<file path="config.mk">
export PLATFORM = sky130hd
export DESIGN_NAME = uart_n_flat
export DESIGN_NICKNAME = d
export VERILOG_FILES = /design/src/rtl/uart_n_if.sv /design/src/rtl/uart_n.sv /design/src/flat_wrapper.sv
export SDC_FILE = /design/constraint.sdc
export NUM_CORES = 1
export LEC_CHECK = 0
export ABC_AREA = 1
export CAP_MARGIN = 0
export CORE_AREA = 4 4 75 129
export DETAILED_ROUTE_END_ITERATION = 7
export DIE_AREA = 0 0 79 133
export SKIP_LAST_GASP = 1
export SYNTH_ARGS = -nofsm -noshare
export SYNTH_HDL_FRONTEND = slang
export SYNTH_SLANG_ARGS = --single-unit
</file>
<file path="constraint.sdc">
create_clock -name clk -period 1.85 [get_ports clk]
set_input_delay 0.37 -clock clk [delete_from_list [all_inputs] [get_ports clk]]
set_output_delay 0.37 -clock clk [all_outputs]
set_load 0.02 [all_outputs]
</file>
<file path="src/rtl/uart_n_if.sv">
// Serial-endpoint bundle for uart_n: TX request/status, RX strobe/status and FSM debug taps.
// The slave modport is the UART side, the master modport is the on-board logic side.
interface uart_n_if #(
  parameter int DATA_BITS = 8
);
  // txStart is a level request, taken on the clock edge where the transmitter is IDLE
  // and txEn is high; txIn is captured on that edge only. txBusy is high while a frame is in flight.
  // txDone and rxDone are single-cycle strobes with no backpressure. rxOut/rxErr/rxParErr are valid with rxDone.
  logic                 rxEn;
  logic                 rxIn;
  logic                 rxBusy;
  logic                 rxDone;
  logic                 rxErr;
  logic                 rxParErr;
  logic [DATA_BITS-1:0] rxOut;
  logic                 txEn;
  logic                 txStart;
  logic [DATA_BITS-1:0] txIn;
  logic                 txBusy;
  logic                 txDone;
  logic                 txOut;
  logic [2:0]           tx_state_dbg;
  logic [2:0]           rx_state_dbg;

  modport slave (
    input  rxEn, rxIn, txEn, txStart, txIn,
    output rxBusy, rxDone, rxErr, rxParErr, rxOut, txBusy, txDone, txOut,
    output tx_state_dbg, rx_state_dbg
  );

  modport master (
    output rxEn, rxIn, txEn, txStart, txIn,
    input  rxBusy, rxDone, rxErr, rxParErr, rxOut, txBusy, txDone, txOut,
    input  tx_state_dbg, rx_state_dbg
  );
endinterface

</file>
<file path="src/rtl/uart_n.sv">
// Parametrised full-duplex UART with a 16x-oversampled receiver and false-start rejection.
// Optional parity bit generation/checking is built only when UART_PARITY_EN is defined.
module uart_n #(
  parameter int CLOCK_RATE = 12000000,
  parameter int BAUD_RATE  = 9600,
  parameter int DATA_BITS  = 8,
  parameter int STOP_BITS  = 1,
  parameter int PARITY     = 0
) (
  input logic     clk,
  input logic     rstN,
  uart_n_if.slave bus
);

  localparam int DIV      = CLOCK_RATE / (BAUD_RATE * 16);
  localparam int BIT_CLKS = DIV * 16;
  localparam int TCW      = (BIT_CLKS > 1) ? $clog2(BIT_CLKS) : 1;
  localparam int DCW      = (DIV > 1) ? $clog2(DIV) : 1;
  localparam int BCW      = $clog2(DATA_BITS + 1);

  localparam logic [TCW-1:0] TX_LAST   = TCW'(BIT_CLKS - 1);
  localparam logic [DCW-1:0] DIV_LAST  = DCW'(DIV - 1);
  localparam logic [BCW-1:0] DATA_LAST = BCW'(DATA_BITS - 1);
  localparam logic [BCW-1:0] STOP_LAST = BCW'(STOP_BITS - 1);

`ifdef UART_PARITY_EN
  localparam bit PAR_ON = (PARITY != 0);
`else
  localparam bit PAR_ON = 1'b0;
`endif
  localparam bit PAR_ODD = (PARITY == 1);

  // Collapses to constant 0 when no parity bit is on the line.
  function automatic logic par_of(input logic [DATA_BITS-1:0] w);
    return PAR_ON & ((^w) ^ PAR_ODD);
  endfunction

  typedef enum logic [2:0] {
    TX_IDLE   = 3'd0,
    TX_START  = 3'd1,
    TX_DATA   = 3'd2,
    TX_PARITY = 3'd3,
    TX_STOP   = 3'd4
  } tx_state_e;

  typedef enum logic [2:0] {
    RX_IDLE   = 3'd0,
    RX_START  = 3'd1,
    RX_DATA   = 3'd2,
    RX_PARITY = 3'd3,
    RX_STOP   = 3'd4,
    RX_WAITHI = 3'd5
  } rx_state_e;

  // ---------------------------------------------------------------- transmitter
  tx_state_e            tx_state_q, tx_state_d;
  logic [TCW-1:0]       tx_cnt_q, tx_cnt_d;
  logic [DATA_BITS-1:0] tx_shift_q, tx_shift_d;
  logic [BCW-1:0]       tx_bit_q, tx_bit_d;
  logic                 tx_par_q, tx_par_d;
  logic                 tx_out_q, tx_out_d;
  logic                 tx_done_q, tx_done_d;
  logic                 tx_bit_end;

  assign tx_bit_end = (tx_cnt_q == TX_LAST);

  always_ff @(posedge clk or negedge rstN) begin
    if (!rstN) begin
      tx_state_q <= TX_IDLE;
      tx_cnt_q   <= '0;
      tx_shift_q <= '0;
      tx_bit_q   <= '0;
      tx_par_q   <= 1'b0;
      tx_out_q   <= 1'b1;
      tx_done_q  <= 1'b0;
    end else begin
      tx_state_q <= tx_state_d;
      tx_cnt_q   <= tx_cnt_d;
      tx_shift_q <= tx_shift_d;
      tx_bit_q   <= tx_bit_d;
      tx_par_q   <= tx_par_d;
      tx_out_q   <= tx_out_d;
      tx_done_q  <= tx_done_d;
    end
  end

  always_comb begin
    tx_state_d = tx_state_q;
    tx_cnt_d   = tx_bit_end ? '0 : tx_cnt_q + 1'b1;
    tx_shift_d = tx_shift_q;
    tx_bit_d   = tx_bit_q;
    tx_par_d   = tx_par_q;
    tx_done_d  = 1'b0;
    tx_out_d   = 1'b1;
    case (tx_state_q)
      TX_IDLE: begin
        tx_cnt_d = '0;
        if (bus.txEn && bus.txStart) begin
          tx_state_d = TX_START;
          tx_shift_d = bus.txIn;
          tx_par_d   = par_of(bus.txIn);
        end
      end
      TX_START: begin
        if (tx_bit_end) begin
          tx_state_d = TX_DATA;
          tx_bit_d   = '0;
        end
      end
      TX_DATA: begin
        if (tx_bit_end) begin
          tx_shift_d = tx_shift_q >> 1;
          if (tx_bit_q == DATA_LAST) begin
            tx_state_d = PAR_ON ? TX_PARITY : TX_STOP;
            tx_bit_d   = '0;
          end else begin
            tx_bit_d = tx_bit_q + 1'b1;
          end
        end
      end
      TX_PARITY: begin
        if (tx_bit_end) begin
          tx_state_d = TX_STOP;
          tx_bit_d   = '0;
        end
      end
      TX_STOP: begin
        if (tx_bit_end) begin
          if (tx_bit_q == STOP_LAST) begin
            tx_state_d = TX_IDLE;
            tx_done_d  = 1'b1;
          end else begin
            tx_bit_d = tx_bit_q + 1'b1;
          end
        end
      end
      default: tx_state_d = TX_IDLE;
    endcase
    // Disabling the transmitter drops the frame without a completion strobe.
    if (!bus.txEn) begin
      tx_state_d = TX_IDLE;
      tx_done_d  = 1'b0;
    end
    // The line level is registered from the next state so txOut never glitches.
    case (tx_state_d)
      TX_START:  tx_out_d = 1'b0;
      TX_DATA:   tx_out_d = tx_shift_d[0];
      TX_PARITY: tx_out_d = tx_par_d;
      default:   tx_out_d = 1'b1;
    endcase
  end

  assign bus.txOut        = tx_out_q;
  assign bus.txDone       = tx_done_q;
  assign bus.txBusy       = (tx_state_q != TX_IDLE);
  assign bus.tx_state_dbg = tx_state_q;

  // ------------------------------------------------------------------- receiver
  rx_state_e            rx_state_q, rx_state_d;
  logic                 rx_meta_q, rx_sync_q;
  logic [DCW-1:0]       rx_div_q, rx_div_d;
  logic [3:0]           rx_tick_q, rx_tick_d;
  logic [BCW-1:0]       rx_bit_q, rx_bit_d;
  logic [DATA_BITS-1:0] rx_shift_q, rx_shift_d;
  logic                 rx_par_bit_q, rx_par_bit_d;
  logic [DATA_BITS-1:0] rx_out_q, rx_out_d;
  logic                 rx_err_q, rx_err_d;
  logic                 rx_par_err_q, rx_par_err_d;
  logic                 rx_done_q, rx_done_d;
  logic                 rx_tick, rx_mid, rx_sample;

  assign rx_tick   = (rx_div_q == DIV_LAST);
  assign rx_mid    = rx_tick && (rx_tick_q == 4'd7);
  assign rx_sample = rx_tick && (rx_tick_q == 4'd15);

  always_ff @(posedge clk or negedge rstN) begin
    if (!rstN) begin
      rx_meta_q    <= 1'b1;
      rx_sync_q    <= 1'b1;
      rx_state_q   <= RX_IDLE;
      rx_div_q     <= '0;
      rx_tick_q    <= '0;
      rx_bit_q     <= '0;
      rx_shift_q   <= '0;
      rx_par_bit_q <= 1'b0;
      rx_out_q     <= '0;
      rx_err_q     <= 1'b0;
      rx_par_err_q <= 1'b0;
      rx_done_q    <= 1'b0;
    end else begin
      rx_meta_q    <= bus.rxIn;
      rx_sync_q    <= rx_meta_q;
      rx_state_q   <= rx_state_d;
      rx_div_q     <= rx_div_d;
      rx_tick_q    <= rx_tick_d;
      rx_bit_q     <= rx_bit_d;
      rx_shift_q   <= rx_shift_d;
      rx_par_bit_q <= rx_par_bit_d;
      rx_out_q     <= rx_out_d;
      rx_err_q     <= rx_err_d;
      rx_par_err_q <= rx_par_err_d;
      rx_done_q    <= rx_done_d;
    end
  end

  always_comb begin
    rx_state_d   = rx_state_q;
    rx_div_d     = rx_tick ? '0 : rx_div_q + 1'b1;
    rx_tick_d    = rx_tick ? rx_tick_q + 4'd1 : rx_tick_q;
    rx_bit_d     = rx_bit_q;
    rx_shift_d   = rx_shift_q;
    rx_par_bit_d = rx_par_bit_q;
    rx_out_d     = rx_out_q;
    rx_err_d     = rx_err_q;
    rx_par_err_d = rx_par_err_q;
    rx_done_d    = 1'b0;
    case (rx_state_q)
      RX_IDLE: begin
        // Oversample phase restarts on the detected falling edge.
        rx_div_d  = '0;
        rx_tick_d = '0;
        if (bus.rxEn && !rx_sync_q) begin
          rx_state_d   = RX_START;
          rx_err_d     = 1'b0;
          rx_par_err_d = 1'b0;
        end
      end
      RX_START: begin
        if (rx_mid) begin
          if (rx_sync_q) begin
            rx_state_d = RX_IDLE;
          end else begin
            rx_state_d = RX_DATA;
            rx_tick_d  = '0;
            rx_bit_d   = '0;
          end
        end
      end
      RX_DATA: begin
        if (rx_sample) begin
          rx_shift_d = {rx_sync_q, rx_shift_q[DATA_BITS-1:1]};
          if (rx_bit_q == DATA_LAST) begin
            rx_state_d = PAR_ON ? RX_PARITY : RX_STOP;
          end else begin
            rx_bit_d = rx_bit_q + 1'b1;
          end
        end
      end
      RX_PARITY: begin
        if (rx_sample) begin
          rx_par_bit_d = rx_sync_q;
          rx_state_d   = RX_STOP;
        end
      end
      RX_STOP: begin
        if (rx_sample) begin
          rx_out_d     = rx_shift_q;
          rx_err_d     = !rx_sync_q;
          rx_par_err_d = PAR_ON & (rx_par_bit_q ^ par_of(rx_shift_q));
          rx_done_d    = 1'b1;
          rx_state_d   = rx_sync_q ? RX_IDLE : RX_WAITHI;
        end
      end
      RX_WAITHI: begin
        if (rx_sync_q) rx_state_d = RX_IDLE;
      end
      default: rx_state_d = RX_IDLE;
    endcase
    if (!bus.rxEn) rx_state_d = RX_IDLE;
  end

  assign bus.rxOut        = rx_out_q;
  assign bus.rxErr        = rx_err_q;
  assign bus.rxParErr     = rx_par_err_q;
  assign bus.rxDone       = rx_done_q;
  assign bus.rxBusy       = (rx_state_q != RX_IDLE) && (rx_state_q != RX_WAITHI);
  assign bus.rx_state_dbg = rx_state_q;

endmodule

</file>
<file path="src/flat_wrapper.sv">
// flat-port wrapper written by rule: the top's interface ports become plain ports
module uart_n_flat 
#(
  parameter int CLOCK_RATE = 12000000,
  parameter int BAUD_RATE  = 9600,
  parameter int DATA_BITS  = 8,
  parameter int STOP_BITS  = 1,
  parameter int PARITY     = 0
)
  (clk, rstN, bus_rxEn, bus_rxIn, bus_txEn, bus_txStart, bus_txIn, bus_rxBusy, bus_rxDone, bus_rxErr, bus_rxParErr, bus_rxOut, bus_txBusy, bus_txDone, bus_txOut, bus_tx_state_dbg, bus_rx_state_dbg);
  uart_n_if #(.DATA_BITS(DATA_BITS)) bus_i ();
  input logic clk;
  input logic rstN;
  input wire logic [$bits(bus_i.rxEn)-1:0] bus_rxEn;
  input wire logic [$bits(bus_i.rxIn)-1:0] bus_rxIn;
  input wire logic [$bits(bus_i.txEn)-1:0] bus_txEn;
  input wire logic [$bits(bus_i.txStart)-1:0] bus_txStart;
  input wire logic [$bits(bus_i.txIn)-1:0] bus_txIn;
  output wire logic [$bits(bus_i.rxBusy)-1:0] bus_rxBusy;
  output wire logic [$bits(bus_i.rxDone)-1:0] bus_rxDone;
  output wire logic [$bits(bus_i.rxErr)-1:0] bus_rxErr;
  output wire logic [$bits(bus_i.rxParErr)-1:0] bus_rxParErr;
  output wire logic [$bits(bus_i.rxOut)-1:0] bus_rxOut;
  output wire logic [$bits(bus_i.txBusy)-1:0] bus_txBusy;
  output wire logic [$bits(bus_i.txDone)-1:0] bus_txDone;
  output wire logic [$bits(bus_i.txOut)-1:0] bus_txOut;
  output wire logic [$bits(bus_i.tx_state_dbg)-1:0] bus_tx_state_dbg;
  output wire logic [$bits(bus_i.rx_state_dbg)-1:0] bus_rx_state_dbg;
  assign bus_i.rxEn = bus_rxEn;
  assign bus_i.rxIn = bus_rxIn;
  assign bus_i.txEn = bus_txEn;
  assign bus_i.txStart = bus_txStart;
  assign bus_i.txIn = bus_txIn;
  assign bus_rxBusy = bus_i.rxBusy;
  assign bus_rxDone = bus_i.rxDone;
  assign bus_rxErr = bus_i.rxErr;
  assign bus_rxParErr = bus_i.rxParErr;
  assign bus_rxOut = bus_i.rxOut;
  assign bus_txBusy = bus_i.txBusy;
  assign bus_txDone = bus_i.txDone;
  assign bus_txOut = bus_i.txOut;
  assign bus_tx_state_dbg = bus_i.tx_state_dbg;
  assign bus_rx_state_dbg = bus_i.rx_state_dbg;
  uart_n #(.CLOCK_RATE(CLOCK_RATE), .BAUD_RATE(BAUD_RATE), .DATA_BITS(DATA_BITS), .STOP_BITS(STOP_BITS), .PARITY(PARITY)) u_core (.clk(clk), .rstN(rstN), .bus(bus_i));
endmodule
</file>
=== Yosys cells after proc, flatten, opt, wreduce, memory -nomap -nowiden ===
Cells that the tools add are included.

* Flip-flop bits (word level): 68
* Logic and storage cells: 140

* $add $sub $neg: 5
* Equal/unequal tests: 37
* Multiplexer cells: 56
* Reductions and logical operators: 23

{| class="wikitable"
|+ Operators by type and width
! operator !! count
|-
| $mux 3 || 17
|-
| $mux 4 || 12
|-
| $mux 11 || 2
|-
| $ne 3x2->1 const B || 7
|-
| $eq 3x2->1 const B || 6
|-
| $pmux 3 s6 || 1
|-
| $mux 8 || 2
|-
| $ne 2x1->1 const B || 8
|-
| $pmux 4 s2 || 2
|-
| $pmux 8 s2 || 1
|-
| $pmux 3 s5 || 1
|-
| $mux 7 || 2
|-
| $add 4x1->4 const B || 3
|-
| $eq 4x3->1 const B || 3
|-
| $pmux 4 s3 || 1
|-
| $add 11x1->11 const B || 1
|-
| $eq 11x11->1 const B || 1
|-
| $mux 1 || 11
|-
| $reduce_and 5->1 || 2
|-
| $eq 3x1->1 const B || 3
|-
| $eq 3x3->1 const B || 3
|-
| $reduce_bool 3->1 || 3
|-
| $add 7x1->7 const B || 1
|-
| $eq 7x7->1 const B || 1
|-
| 15 further kinds || 27
|}

=== Depth between registers and ports, before layout ===
* Depth after elaboration: 7
* Depth in mapped cells: 12
* Mapped depth without buffers: 12

=== Least setup slack after synthesis ===
OpenSTA, ideal clock, no wires.

* Path type: register to register
* From: register u_core.tx_state_q[2], in the netlist u_core.bus.tx_state_dbg[2]
* To: register u_core.tx_cnt_q[6]
* Library setup time: 0.128 ns
* Arrival: 1.368 ns
* Slack: 0.353 ns
* Cell stages (with the launch flop): 8
* Buffers on the path: 1
* Cell sequence: dfrtp_1 nor3_1 buf_2 inv_2 nand2_1 inv_2 o21ai_0 a21oi_1

* Word-level cells in the longest chain between the ends: 2

{| class="wikitable"
|+ Ends and longest elaborated chain
! item !! line !! source
|-
| start, declared || uart_n.sv:56 || <nowiki>tx_state_e tx_state_q, tx_state_d;</nowiki>
|-
| start signal, assigned || uart_n.sv:77 || <nowiki>tx_state_q <= tx_state_d;</nowiki>
|-
| $logic_not 3->1 || uart_n.sv:95 || <nowiki>case (tx_state_q)</nowiki>
|-
| $mux 11 || uart_n.sv:95 ||
|-
| named net u_core.tx_cnt_d[6] || uart_n.sv:57 || <nowiki>logic [TCW-1:0] tx_cnt_q, tx_cnt_d;</nowiki>
|-
| end signal, assigned || uart_n.sv:78 || <nowiki>tx_cnt_q <= tx_cnt_d;</nowiki>
|-
| end, declared || uart_n.sv:57 ||
|}

The timed path passes the listed nets, and every way through them passes these cells.
A chain may end at the register's enable or synchronous reset.

=== Worst setup path in the final report ===
* From: register u_core.tx_out_q, in the netlist u_core.bus.txOut
* To: output port bus_txOut

{| class="wikitable"
|+ RTL lines
! item !! line !! source
|-
| start, declared || uart_n.sv:61 || <nowiki>logic tx_out_q, tx_out_d;</nowiki>
|-
| start signal, assigned || uart_n.sv:82 || <nowiki>tx_out_q <= tx_out_d;</nowiki>
|-
| end, declared || flat_wrapper.sv:26 || <nowiki>output wire logic [$bits(bus_i.txOut)-1:0] bus_txOut;</nowiki>
|}

No word-level cell between the ends.

==> key figures <==
Clock network
  – Total CTS buffers: 9
  – Clock root cell: clkbuf_16
  – CTS tree: done
  – Max clock buf depth: 2
  – Reg clk slew, reported paths: 0.06 ns
  – H-tree depth: 3
  – Worst-skew pair later-pin latency: 0.34 ns
  – Clk sinks: 67

Drt
  – DR iter-0 viols: 70
  – DR vias/cell: 4.84
  – Routed wire length: 7220 um
  – Post-route DRC: 0
  – Antenna Nets Post-Route: 0
  – DRT Pass-1 Iters: 5
  – Via count: 2745
  – Routed WL per cell: 12.7 um

Floorplan
  – Starting Density: 0.390
  – Die H: 133 um
  – FP Rows: 45
  – DIE AREA: 10500 um^2
  – Ports: 35
  – Core Area: 8670 um^2
  – Die Wd: 79 um

Critical path
  – Req. time, crit path: 1.48 ns
  – CP peak stage delay: 0.60 ns
  – R2r setup slk: 0.20 ns
  – Worst path top cell family by delay: buffers and inverters
  – Crit end category: output pin
  – CP max stage cell: clkdlybuf4s50_1
  – RR Startpoint: u_core.tx_cnt_q[0]
  – Worst-path fanout max: 1
  – CP startpoint kind: register
  – Worst path arrival time: 1.46 ns
  – RR Endpoint: u_core.bus.txOut
  – WP buf/inv: 1
  – Crit-path cells: clkdlybuf4s50_1
  – Number of cells on the worst reg-to-reg path: 10
  – Levels on crit path: 1
  – CP Class: register to output pin

GRT
  – Total gr overflow: 0
  – Met2 Use GR: 0.280
  – Met1 Usage GRT: 0.157
  – Tot GR Track Use: 0.155
  – Largest net degree at the start of global routing: 36
  – Antenna violations before repair: 0
  – First-pass GRT wire length: 12700 um
  – Met3 usage: 0.0327
  – Vias in the first global route: 2874
  – GRT Max-Usage Layer: met2

Timing
  – Final worst-path cycle share: 0.990
  – Max Fclk: 546 MHz
  – Setup violations, final: 0
  – Setup Skew: 0.00938 ns
  – Fin crit period: 1.83 ns
  – Unrepaired setup endpoints after global routing: true
  – Final WS setup: 0.0181 ns
  – Hold Vio Cnt, Final: 0
  – Max-slew violations: 0

Yosys
  – Async SR Flop Fraction: 1.00
  – Synth unique cells: 38
  – Yosys warnings: 0
  – Synth Register Bits: 67
  – Post-Synthesis Cell Area: 3380 um^2
  – Gate Count Post-Synth: 395
  – EDFF count, synth: 0
  – Sequential-to-total area share from yosys stat: 0.497
  – Mean Syn Cell Area: 8.56 um^2
  – Dominant synthesized flop cell: dfrtp_1
  – Net Count, Synth: 416

Min path
  – Hold Crit Class: register to register
  – Hold path endpoint: u_core.rx_sync_q
  – Hold Path Depth: 0
  – Hold path startpoint: u_core.rx_meta_q

Placed design
  – Placed cells: 550
  – GP Congestion: 0.756
  – Port bufs: 33
  – Worst slack at placement: 0.151 ns
  – DP Wirelength: 5420 um

Finish
  – Fillers: 879
  – Antenna cells: 0
  – Non-Filler Instances: 567
  – Synth-to-Final Area Change: 24.3%
  – Number of nets in the layout: 466
  – Share of layout cells above drive strength 1: 0.187
  – Post-layout util: 0.485

Power and ir drop
  – Pwr/cell area: 951 nW/um^2
  – Leak pwr: 2.04 nW
  – Peak VDD IR: 0.521 mV

Run
  – Maxcap violations: 0

Outcome
  – Status: complete, no violations
where the power goes:
group          total (W)  switching [W]  internal [W]
logic           0.000774       0.000484      0.000290
registers        0.00167      0.0000874       0.00158
clock network    0.00156       0.000618      0.000940
layout by cell type (no fill, tap or decap), drive strengths merged:
cell,synthesis,routed
a21oi,11,11
a31oi,1,1
and3,1,1
buf,5,13
clkbuf,2,12
clkdlybuf4s50,0,25
clkinv,0,3
clkinvlp,0,1
conb,1,1
dfrtp,64,64
dfstp,3,3
dlygate4sd2,0,3
dlygate4sd3,0,1
dlymetal6s2s,0,4
ha,7,7
inv,57,57
nand2,95,95
nand3,38,38
nand3b,1,1
nand4,13,13
nor2,37,37
nor3,11,11
nor3b,3,3
nor4,1,1
o211ai,2,2
o21a,1,1
o21ai,32,32
o21bai,1,1
or2,1,1
xnor2,2,2
xor2,5,5
cell usage after synthesis, drive strengths merged, types with 2 or more instances:
cell type	number	area share
a21oi	11	0.016
buf	5	0.012
clkbuf	2	0.0022
dfrtp	64	0.47
dfstp	3	0.023
ha	7	0.026
inv	57	0.063
nand2	95	0.11
nand3	38	0.063
nand4	13	0.026
nor2	37	0.056
nor3	11	0.019
nor3b	3	0.0067
o211ai	2	0.0044
o21ai	32	0.057
xnor2	2	0.0052
xor2	5	0.013
through the flow:
stage / power (W) / instance area [um^2] / hold WS [ns] / TNS (ns)
after global routing: 0.00424 / 4200 / 0.367 / -0.00738
final: 0.00400 / 4200 / 0.356 / 0
after CTS: 0.00406 / 4190 / 0.358 / 0
after global placement: 0.00247 / 3910 / 0.319 / 0
after floorplan: 0.00216 / 3380 / 0.0744 / 0
after detailed placement: 0.00248 / 3910 / 0.334 / 0
flip-flops by register name, indices dropped and copies added (netlist names):
signal                   count
u_core.tx_shift_q            8
u_core.bus.txOut             1
u_core.rx_meta_q             1
u_core.rx_bit_q              4
u_core.tx_cnt_q             11
u_core.tx_par_q              1
u_core.rx_tick_q             4
u_core.rx_shift_q            8
u_core.bus.rxErr             1
u_core.bus.rxOut             8
u_core.bus.rx_state_dbg      3
u_core.bus.txDone            1
u_core.rx_sync_q             1
u_core.tx_bit_q              4
u_core.rx_div_q              7
u_core.bus.tx_state_dbg      3
u_core.bus.rxDone            1
final cells by class:
type / instances / area [um^2] / share of cell area
Tap cell: 117 / 146 / 0.0348
Multi-Input combinational cell: 264 / 1440 / 0.343
Clock inverter: 4 / 26.3 / 0.00625
Sequential cell: 67 / 1680 / 0.400
Clock buffer: 12 / 246 / 0.0587
Timing Repair Buffer: 46 / 444 / 0.106
Inverter: 57 / 214 / 0.0509
how the worst max path moves through the flow:
stage                               start                  end
4_1_cts        u_core.bus.tx_state_dbg[1]  bus_tx_state_dbg[1]
6_report                 u_core.bus.txOut            bus_txOut
3_3_place_gp   u_core.bus.rx_state_dbg[1]           bus_rxBusy
3_5_place_dp   u_core.bus.rx_state_dbg[1]           bus_rxBusy
5_1_grt        u_core.bus.rx_state_dbg[1]           bus_rxBusy
2_1_floorplan  u_core.bus.tx_state_dbg[2]   u_core.tx_cnt_q[6]
timing repair:
| action | in CTS | in global routing |
|---|---|---|
| resized for setup | 4 | 6 |
| gates cloned | 0 | 0 |
| setup buffers | 0 | 0 |
| hold endpoints to repair | 12 | 0 |
| endpoints found under the setup margin | 3 | 5 |
| hold buffers | 1 | 0 |
cells by family after synthesis:
group,Yosys count,synth area share
other cells,1,0.00111
flops,67,0.497
simple gates,201,0.295
buf+inv,64,0.0774
compound gates,48,0.0855
fa+ha+maj,7,0.0259
xor+xnor,7,0.0181
metal layers:
layer,up-vias,wire length [um],part of all wire
li1,1377,-,-
met1,1301,2710,0.38
met2,49,4040,0.56
met3,18,226,0.031
met4,0,248,0.034
met5,-,0,0
(Power assumes the default switching activity.)
